<file path="config.mk">
export PLATFORM = sky130hd
export DESIGN_NAME = spart_rx
export DESIGN_NICKNAME = d
export VERILOG_FILES = /design/src/rtl/spart_rx.sv
export SDC_FILE = /design/constraint.sdc
export NUM_CORES = 1
export LEC_CHECK = 0
export BUFFER_PORTS_ARGS = -buffer_cell sky130_fd_sc_hd__buf_2
export CAP_MARGIN = 5
export CORE_MARGIN = 5
export CORE_UTILIZATION = 60
export DETAILED_ROUTE_END_ITERATION = 7
export PLACE_DENSITY = 0.83
export SLEW_MARGIN = 40
export SYNTH_ARGS = -nofsm -noshare
export SYNTH_HDL_FRONTEND = slang
export SYNTH_SLANG_ARGS = --single-unit
</file>
<file path="constraint.sdc">
create_clock -name clk -period 4.8 [get_ports clk]
set_clock_uncertainty 0.05 [all_clocks]
set_input_delay 0.24 -clock clk [delete_from_list [all_inputs] [get_ports clk]]
set_output_delay 0.24 -clock clk [all_outputs]
set_load 0.02 [all_outputs]
</file>
<file path="src/rtl/spart_rx.sv">
`default_nettype none
// +--------------------------------------------------------------------------+
// | spart_rx : oversampled 8N1 UART receiver with a small receive FIFO       |
// | Revision : 1.0                                                           |
// +--------------------------------------------------------------------------+
module spart_rx #(
  parameter int DB_W       = 13,
  parameter int FIFO_DEPTH = 4
) (
  input  logic                          clk,
  input  logic                          rst,
  input  logic                          rxd,
  input  logic [DB_W-1:0]               baud_div,
  input  logic                          rx_rd,
  input  logic                          err_clr,
  output logic [7:0]                    rx_data,
  output logic                          rx_valid,
  output logic [$clog2(FIFO_DEPTH):0]   rx_count,
  output logic                          frame_err,
  output logic                          overrun,
  output logic                          busy
);

  localparam int AW = $clog2(FIFO_DEPTH);
  localparam int CW = AW + 1;

  typedef enum logic [1:0] {
    IDLE  = 2'd0,
    START = 2'd1,
    DATA  = 2'd2,
    STOP  = 2'd3
  } state_t;

  state_t          state_q;
  logic            s1_q, rx_s_q, rx_p_q;
  logic [DB_W-1:0] div_q, tmr_q;
  logic [2:0]      bitcnt_q;
  logic [7:0]      shift_q;
  logic [7:0]      mem_q [FIFO_DEPTH];
  logic [CW-1:0]   wr_q, rd_q, rd_d;
  logic            frame_err_q, frame_err_d;
  logic            overrun_q, overrun_d;

  logic            w_expire, w_pop, w_full, w_stop_fire;
  logic            w_push, w_fe_set, w_ov_set;
  logic [CW-1:0]   w_count;

  assign w_count     = wr_q - rd_q;
  assign w_full      = (w_count == CW'(FIFO_DEPTH));
  assign w_pop       = rx_rd && (w_count != '0);
  assign w_expire    = (tmr_q == '0);
  assign w_stop_fire = (state_q == STOP) && w_expire;
  // A pop in the stop-sample cycle frees the slot the new byte needs.
  assign w_push      = w_stop_fire && rx_s_q && (!w_full || w_pop);
  assign w_ov_set    = w_stop_fire && rx_s_q && w_full && !w_pop;
  assign w_fe_set    = w_stop_fire && !rx_s_q;

  assign rd_d        = rd_q + CW'(w_pop);
  assign frame_err_d = w_fe_set || (frame_err_q && !err_clr);
  assign overrun_d   = w_ov_set || (overrun_q && !err_clr);

  always_ff @(posedge clk) begin
    if (rst) begin
      state_q     <= IDLE;
      s1_q        <= 1'b1;
      rx_s_q      <= 1'b1;
      rx_p_q      <= 1'b1;
      div_q       <= '0;
      tmr_q       <= '0;
      bitcnt_q    <= '0;
      shift_q     <= '0;
      wr_q        <= '0;
      rd_q        <= '0;
      frame_err_q <= 1'b0;
      overrun_q   <= 1'b0;
      for (int i = 0; i < FIFO_DEPTH; i++) mem_q[i] <= '0;
    end else begin
      s1_q        <= rxd;
      rx_s_q      <= s1_q;
      rx_p_q      <= rx_s_q;
      rd_q        <= rd_d;
      frame_err_q <= frame_err_d;
      overrun_q   <= overrun_d;
      if (w_push) begin
        mem_q[wr_q[AW-1:0]] <= shift_q;
        wr_q                <= wr_q + CW'(1);
      end
      if (!w_expire) tmr_q <= tmr_q - DB_W'(1);

      case (state_q)
        IDLE: begin
          if (rx_p_q && !rx_s_q) begin
            tmr_q   <= baud_div >> 1;
            div_q   <= baud_div;
            state_q <= START;
          end
        end
        START: begin
          if (w_expire) begin
            if (!rx_s_q) begin
              tmr_q    <= div_q - DB_W'(1);
              bitcnt_q <= '0;
              state_q  <= DATA;
            end else begin
              state_q  <= IDLE;
            end
          end
        end
        DATA: begin
          if (w_expire) begin
            shift_q  <= {rx_s_q, shift_q[7:1]};
            tmr_q    <= div_q - DB_W'(1);
            bitcnt_q <= bitcnt_q + 3'd1;
            if (bitcnt_q == 3'd7) state_q <= STOP;
          end
        end
        STOP: begin
          if (w_expire) state_q <= IDLE;
        end
        default: state_q <= IDLE;
      endcase
    end
  end

  assign rx_data   = mem_q[rd_q[AW-1:0]];
  assign rx_valid  = (w_count != '0);
  assign rx_count  = w_count;
  assign frame_err = frame_err_q;
  assign overrun   = overrun_q;
  assign busy      = (state_q != IDLE);

endmodule
`default_nettype wire
</file>
==> Word-level counts from Yosys, hierarchy flattened <==
Memory sizes are Yosys's and may differ from the RTL's. A register that Yosys moved wholly into a read port is not among the register bits.
Cells that the tools add are included.
{ "word_totals": {"ram_bits": 32, "wordCells": 83, "inputBits": 18, "out_inout_bits": 15, "mem_count": 1, "reg_bits": 50} }
{ "mem_list": {"columns": ["memory", "words", "width", "read_ports", "rd_clocked_by_memory_dff", "wr", "line", "text"], "rows": [
  ["mem_q", 4, 8, 1, 1, 4, "39", "logic [7:0] mem_q [FIFO_DEPTH];"]
]} }
{ "classes": {"muxes": 26, "eq_ne": 11, "n_addsub": 6, "reduce_logical": 27} }
{ "ops": {"columns": ["cell", "n"], "rows": [
  ["$mux W13", 5],
  ["$pmux W13 S3", 1],
  ["$sub A13 B1 Y13 const B", 2],
  ["$mux W2", 8],
  ["$logic_not A13 Y1", 1],
  ["$ne A2 B2 Y1 const B", 6],
  ["$logic_and A1 B1 Y1", 10],
  ["$mux W3", 3],
  ["$mux W8", 1],
  ["$pmux W2 S4", 1],
  ["$reduce_or A8 Y1", 1],
  ["$add A3 B1 Y3 const B", 2],
  ["$eq A3 B3 Y1 const B", 2],
  ["$mux W1", 6],
  ["$pmux W3 S2", 1],
  ["$reduce_and A5 Y1", 1],
  ["$eq A2 B2 Y1 const B", 2],
  ["$logic_not A1 Y1", 4],
  ["$reduce_and A2 Y1", 2],
  ["$reduce_and A4 Y1", 1],
  ["$reduce_bool A2 Y1", 2],
  ["$add A3 B1 Y3", 1],
  ["$logic_or A1 B1 Y1", 3],
  ["$reduce_bool A3 Y1", 1],
  ["3 further kinds", 3]
]} }

==> Logic depth before layout (Yosys ltp) <==
{ "depth": {"depth_word": 10, "mapped_depth": 10, "mapped_depth_nobuf": 10} }

==> Worst setup path before layout <==
OpenSTA, ideal clock, no wires.
{ "synth_path": {"kind": "register to register", "start": "register wr_q[0]", "end": "memory mem_q[0][0], enable pin", "setup_time_ns": 0.329, "path_buffers": 1, "arrival_time_ns": 2.230, "slack_ns": 2.191, "t_required_ns": 4.421, "period_less_slack_ns": 2.609, "path_stages_with_launch": 10, "path_cell_list": "dfxtp_1 inv_1 ha_1 fa_1 inv_1 nor4_4 nor4_4 buf_2 nand2_1 nand2_1"} }
{ "synth_lines": {"columns": ["item", "line", "text"], "rows": [
  ["from (decl)", "40", "logic [CW-1:0] wr_q, rd_q, rd_d;"],
  ["from (signal assigned)", "86", "wr_q <= wr_q + CW'(1);"],
  ["to (decl)", "39", null]
]} }

==> PnR_summary.wiki <==
{| class="wikitable"
! Metric !! Value
|-
| Status || complete, no violations
|-
| Max-slew violation count || 0
|-
| Overall overflow remaining after global route || 0
|-
| Average detailed-routed wire length per instance || 15.5 um
|-
| Post-Synthesis Mean Instance Area || 10.1 um2
|-
| Worst Path Required || 4.79 ns
|-
| Logic depth of the worst register-to-register path || 8
|-
| Width of the chip || 92.1 um
|-
| Leakage || 1.77 nW
|-
| Worst hold path depth || 2
|-
| DP Wirelength || 5.82 mm
|-
| Crit. End Element || flop
|-
| Number of setup violations in the final report || 0
|-
| CP Launch Type || flop
|-
| GR Layer Usage met3 || 0.0361
|-
| Worst hold margin || 0.0171 ns
|-
| Setup_tns || 0 ns
|-
| Antenna viol nets, final || 0
|-
| Gr busiest metal || met2
|-
| Internal power summed over all cells || 1.35 mW
|-
| Commonest register cell after synthesis || dfxtp_1
|-
| Ordered list of cells on the worst path || ha_1, fa_1, inv_1, nor4_4, nor4_4, buf_4, nand2_1, nand2_1
|-
| Share of total power in sequential cells || 0.424
|-
| Most common library cells after synthesis || nand2_1 (69), dfxtp_1 (50), edfxtp_1 (32), a21oi_1 (29), and3_1 (26)
|-
| Slew @ Worst Pin || 0.790 ns
|-
| Delay contributed by the slowest stage of the critical path || 0.71 ns
|-
| Top cell type's share of synthesized area || 0.247
|-
| Unrepaired setup endpoints after global routing || no
|-
| Yosys Warn Count || 0
|-
| Fill cell count || 524
|-
| Fraction of final layout cells sized beyond drive strength 1 || 0.176
|-
| Count of nets after finishing || 456
|-
| Final Hold Fails || 0
|-
| Global-route wire length before repair || 13.6 mm
|-
| Critical setup path kind || reg -> reg
|-
| Resized cells post-CTS || 0
|-
| Reg2Reg Launch Point || rd_q[0]
|-
| Share of the yosys chip area belonging to registers || 0.485
|-
| Worst Min Path Start || rxd
|-
| Number of port buffers || 32
|-
| Min-Delay Path Class || in -> reg
|-
| Cells after Synth || 401
|-
| Dominant cell type by area after synthesis || dfxtp_1
|-
| Critical path's slowest cell || dfxtp_1
|-
| Fraction of power consumed by combinational cells || 0.325
|-
| Switching power total || 0.719 mW
|-
| Share of total power consumed by net switching || 0.348
|-
| Routed via count divided by cell count || 5.81
|-
| Worst path arrival time || 2.87 ns
|-
| Final Instance Count excl. Fillers || 513
|-
| Yosys reg bits || 82
|-
| Met1 track demand over resource in global routing || 0.262
|-
| Cell area after technology mapping || 0.00405 mm2
|-
| Critical path peak fanout || 34
|-
| Clock latency at the later pin of the worst-skew pair || 0.36 ns
|-
| Setup slack, reg-to-reg || 1.92 ns
|-
| Buffers inserted during post-CTS setup optimization || 0
|-
| CTS Buffer Depth || 2
|-
| Antenna violations before repair || 0
|-
| Met2 layer usage reported by global route || 0.326
|-
| H-tree Lvls || 3
|-
| Clock share of power || 0.251
|-
| VDD IR-drop max || 0.000245 V
|-
| Setup slack at placement || 1.89 ns
|-
| Total Wirelength || 7.96 mm
|-
| Height of the die || 92.1 um
|-
| Effective utilization at floorplan || 0.605
|-
| Total placed cells including tap cells || 497
|-
| Top-count cell post-synth || nand2_1
|-
| Cell type group with the largest total delay on the critical path || flip-flops
|-
| Synth async-reset ratio || 0
|-
| CP bufs+invs || 2
|-
| Antenna fix cells || 0
|-
| Clock slew at the register clock pins of the worst setup and hold paths || 0.09 ns
|-
| Reg-to-reg endpoint || mem_q[0][0]
|-
| Number of clock sinks seen by CTS || 82
|-
| Power density relative to cell area || 464 mW/mm2
|-
| Count of cell types in the netlist || 55
|-
| Hold-critical path endpoint || s1_q
|-
| Standard cell core area || 0.00668 mm2
|-
| Pre-antenna DRT Iters || 5
|-
| Pin count of the biggest net entering global routing || 35
|-
| Count of flip-flops with a built-in enable after synthesis || 32
|-
| Synthesized net count || 429
|-
| Detailed router's first-iteration violation count || 143
|-
| Upper clock frequency limit || 347 MHz
|-
| Final WS setup || 1.92 ns
|-
| Gp weighted congestion || 0.872
|-
| Clock period minus worst slack || 2.88 ns
|-
| Routed vias || 2980
|-
| All-Layer GR Usage || 0.200
|-
| Source of the critical timing path || rd_q[0]
|-
| Via count of the first global-routing pass || 2839
|-
| Hold buffer count at cts || 0
|-
| Count of standard-cell rows || 30
|-
| Cells taking the most area after synthesis || dfxtp_1 (25%), edfxtp_1 (24%), nand2_1 (6.4%)
|-
| Final critical-path share of the clock period || 0.600
|-
| Clock root buffer master || clkbuf_8
|-
| Boundary pin count || 33
|-
| Max_slew headroom || 0.471
|-
| Clock tree from TritonCTS || yes
|-
| Full die area || 0.00848 mm2
|-
| Total of max-cap violations || 0
|-
| Relative area change from synthesis to final layout || 10.2%
|-
| Count of unresolved DRC violations after routing || 0
|-
| Num CTS Buffers || 9
|}
-- power by group through the flow --
stage / Clock (mW) / Sequential, mW / Combinational (mW)
floorplan: 0 / 0.853 / 0.560
global placement: 0 / 0.887 / 0.652
detailed placement: 0 / 0.892 / 0.669
CTS: 0.527 / 0.876 / 0.676
global route: 0.559 / 0.890 / 0.751
finish: 0.519 / 0.876 / 0.672
-- worst max path at each step --
stage	to	slack (ns)	depth (start not counted)
after global placement	mem_q[0][4]	1.99	8
after detailed placement	mem_q[0][2]	1.89	8
after global routing	mem_q[0][0]	1.64	8
after CTS	mem_q[0][3]	1.88	8
after floorplan	mem_q[0][0]	2.19	9
final	mem_q[0][0]	1.92	8
-- area by class of cell --
type	instances	area (um2)	area share
flip-flops and latches	82	1960	0.440
multi-input cells	285	1950	0.438
repair buffers	34	175	0.0393
clock buffers	10	138	0.0309
well taps	80	100	0.0225
clock inverters	6	72.6	0.0163
inverters	16	60.1	0.0135
-- logic make-up after synthesis --
group,Yosys count,share of synthesized area
DFF,82,0.485
AOI/OAI and AO/OA,68,0.104
buffers and inverters,34,0.0359
xor gates and xnor gates,17,0.0402
muxes,14,0.0606
adders and majority gates,10,0.0328
and+or+nand+nor,176,0.242
-- through the flow --
stage / utilization / cell area, um2 / total power, mW
floorplan: - / 4050 / 1.41
global placement: 0.634 / 4240 / 1.54
detailed placement: 0.636 / 4250 / 1.56
CTS: 0.667 / 4460 / 2.08
global route: 0.667 / 4460 / 2.20
finish: 0.667 / 4460 / 2.07
-- placed cells by master (no fill, tap or decap), types with 2 or more instances in the layout --
| cell type | count |
|---|---|
| a211oi_1 | 2 |
| a21boi_1 | 2 |
| a21oi_1 | 29 |
| a222oi_1 | 2 |
| a22oi_1 | 4 |
| a31oi_1 | 6 |
| and2_1 | 11 |
| and3_1 | 26 |
| buf_2 | 32 |
| buf_4 | 2 |
| clkbuf_8 | 10 |
| clkinv_4 | 2 |
| dfxtp_1 | 50 |
| edfxtp_1 | 32 |
| ha_1 | 9 |
| inv_1 | 16 |
| inv_6 | 2 |
| mux2_2 | 4 |
| mux2i_1 | 2 |
| mux4_2 | 8 |
| nand2_1 | 69 |
| nand2b_1 | 3 |
| nand3_1 | 10 |
| nand4b_1 | 2 |
| nor2_1 | 21 |
| nor2b_1 | 4 |
| nor3_1 | 4 |
| nor3b_1 | 6 |
| nor4_1 | 2 |
| nor4_4 | 5 |
| o21ai_0 | 9 |
| o21ai_1 | 2 |
| o221ai_1 | 2 |
| o22ai_1 | 3 |
| or2_2 | 2 |
| xnor2_1 | 13 |
| xor2_1 | 3 |
-- flip-flops by register name, summed over array words and instances (netlist names), named ones only --
| register | flops |
|---|---|
| mem_q | 32 |
| frame_err | 1 |
| state_q | 1 |
| wr_q | 3 |
| bitcnt_q | 3 |
| overrun | 1 |
| shift_q | 8 |
| s1_q | 1 |
| rd_q | 3 |
| div_q | 13 |
| rx_s_q | 1 |
| tmr_q | 13 |
| rx_p_q | 1 |
-- routing by layer --
layer / wire length, um / vias up
met1: 3550 / 1398
met3: 356 / 16
li1: - / 1491
met4: 166 / 0
met2: 3890 / 75
met5: 0 / -
(Power assumes the default switching activity.)
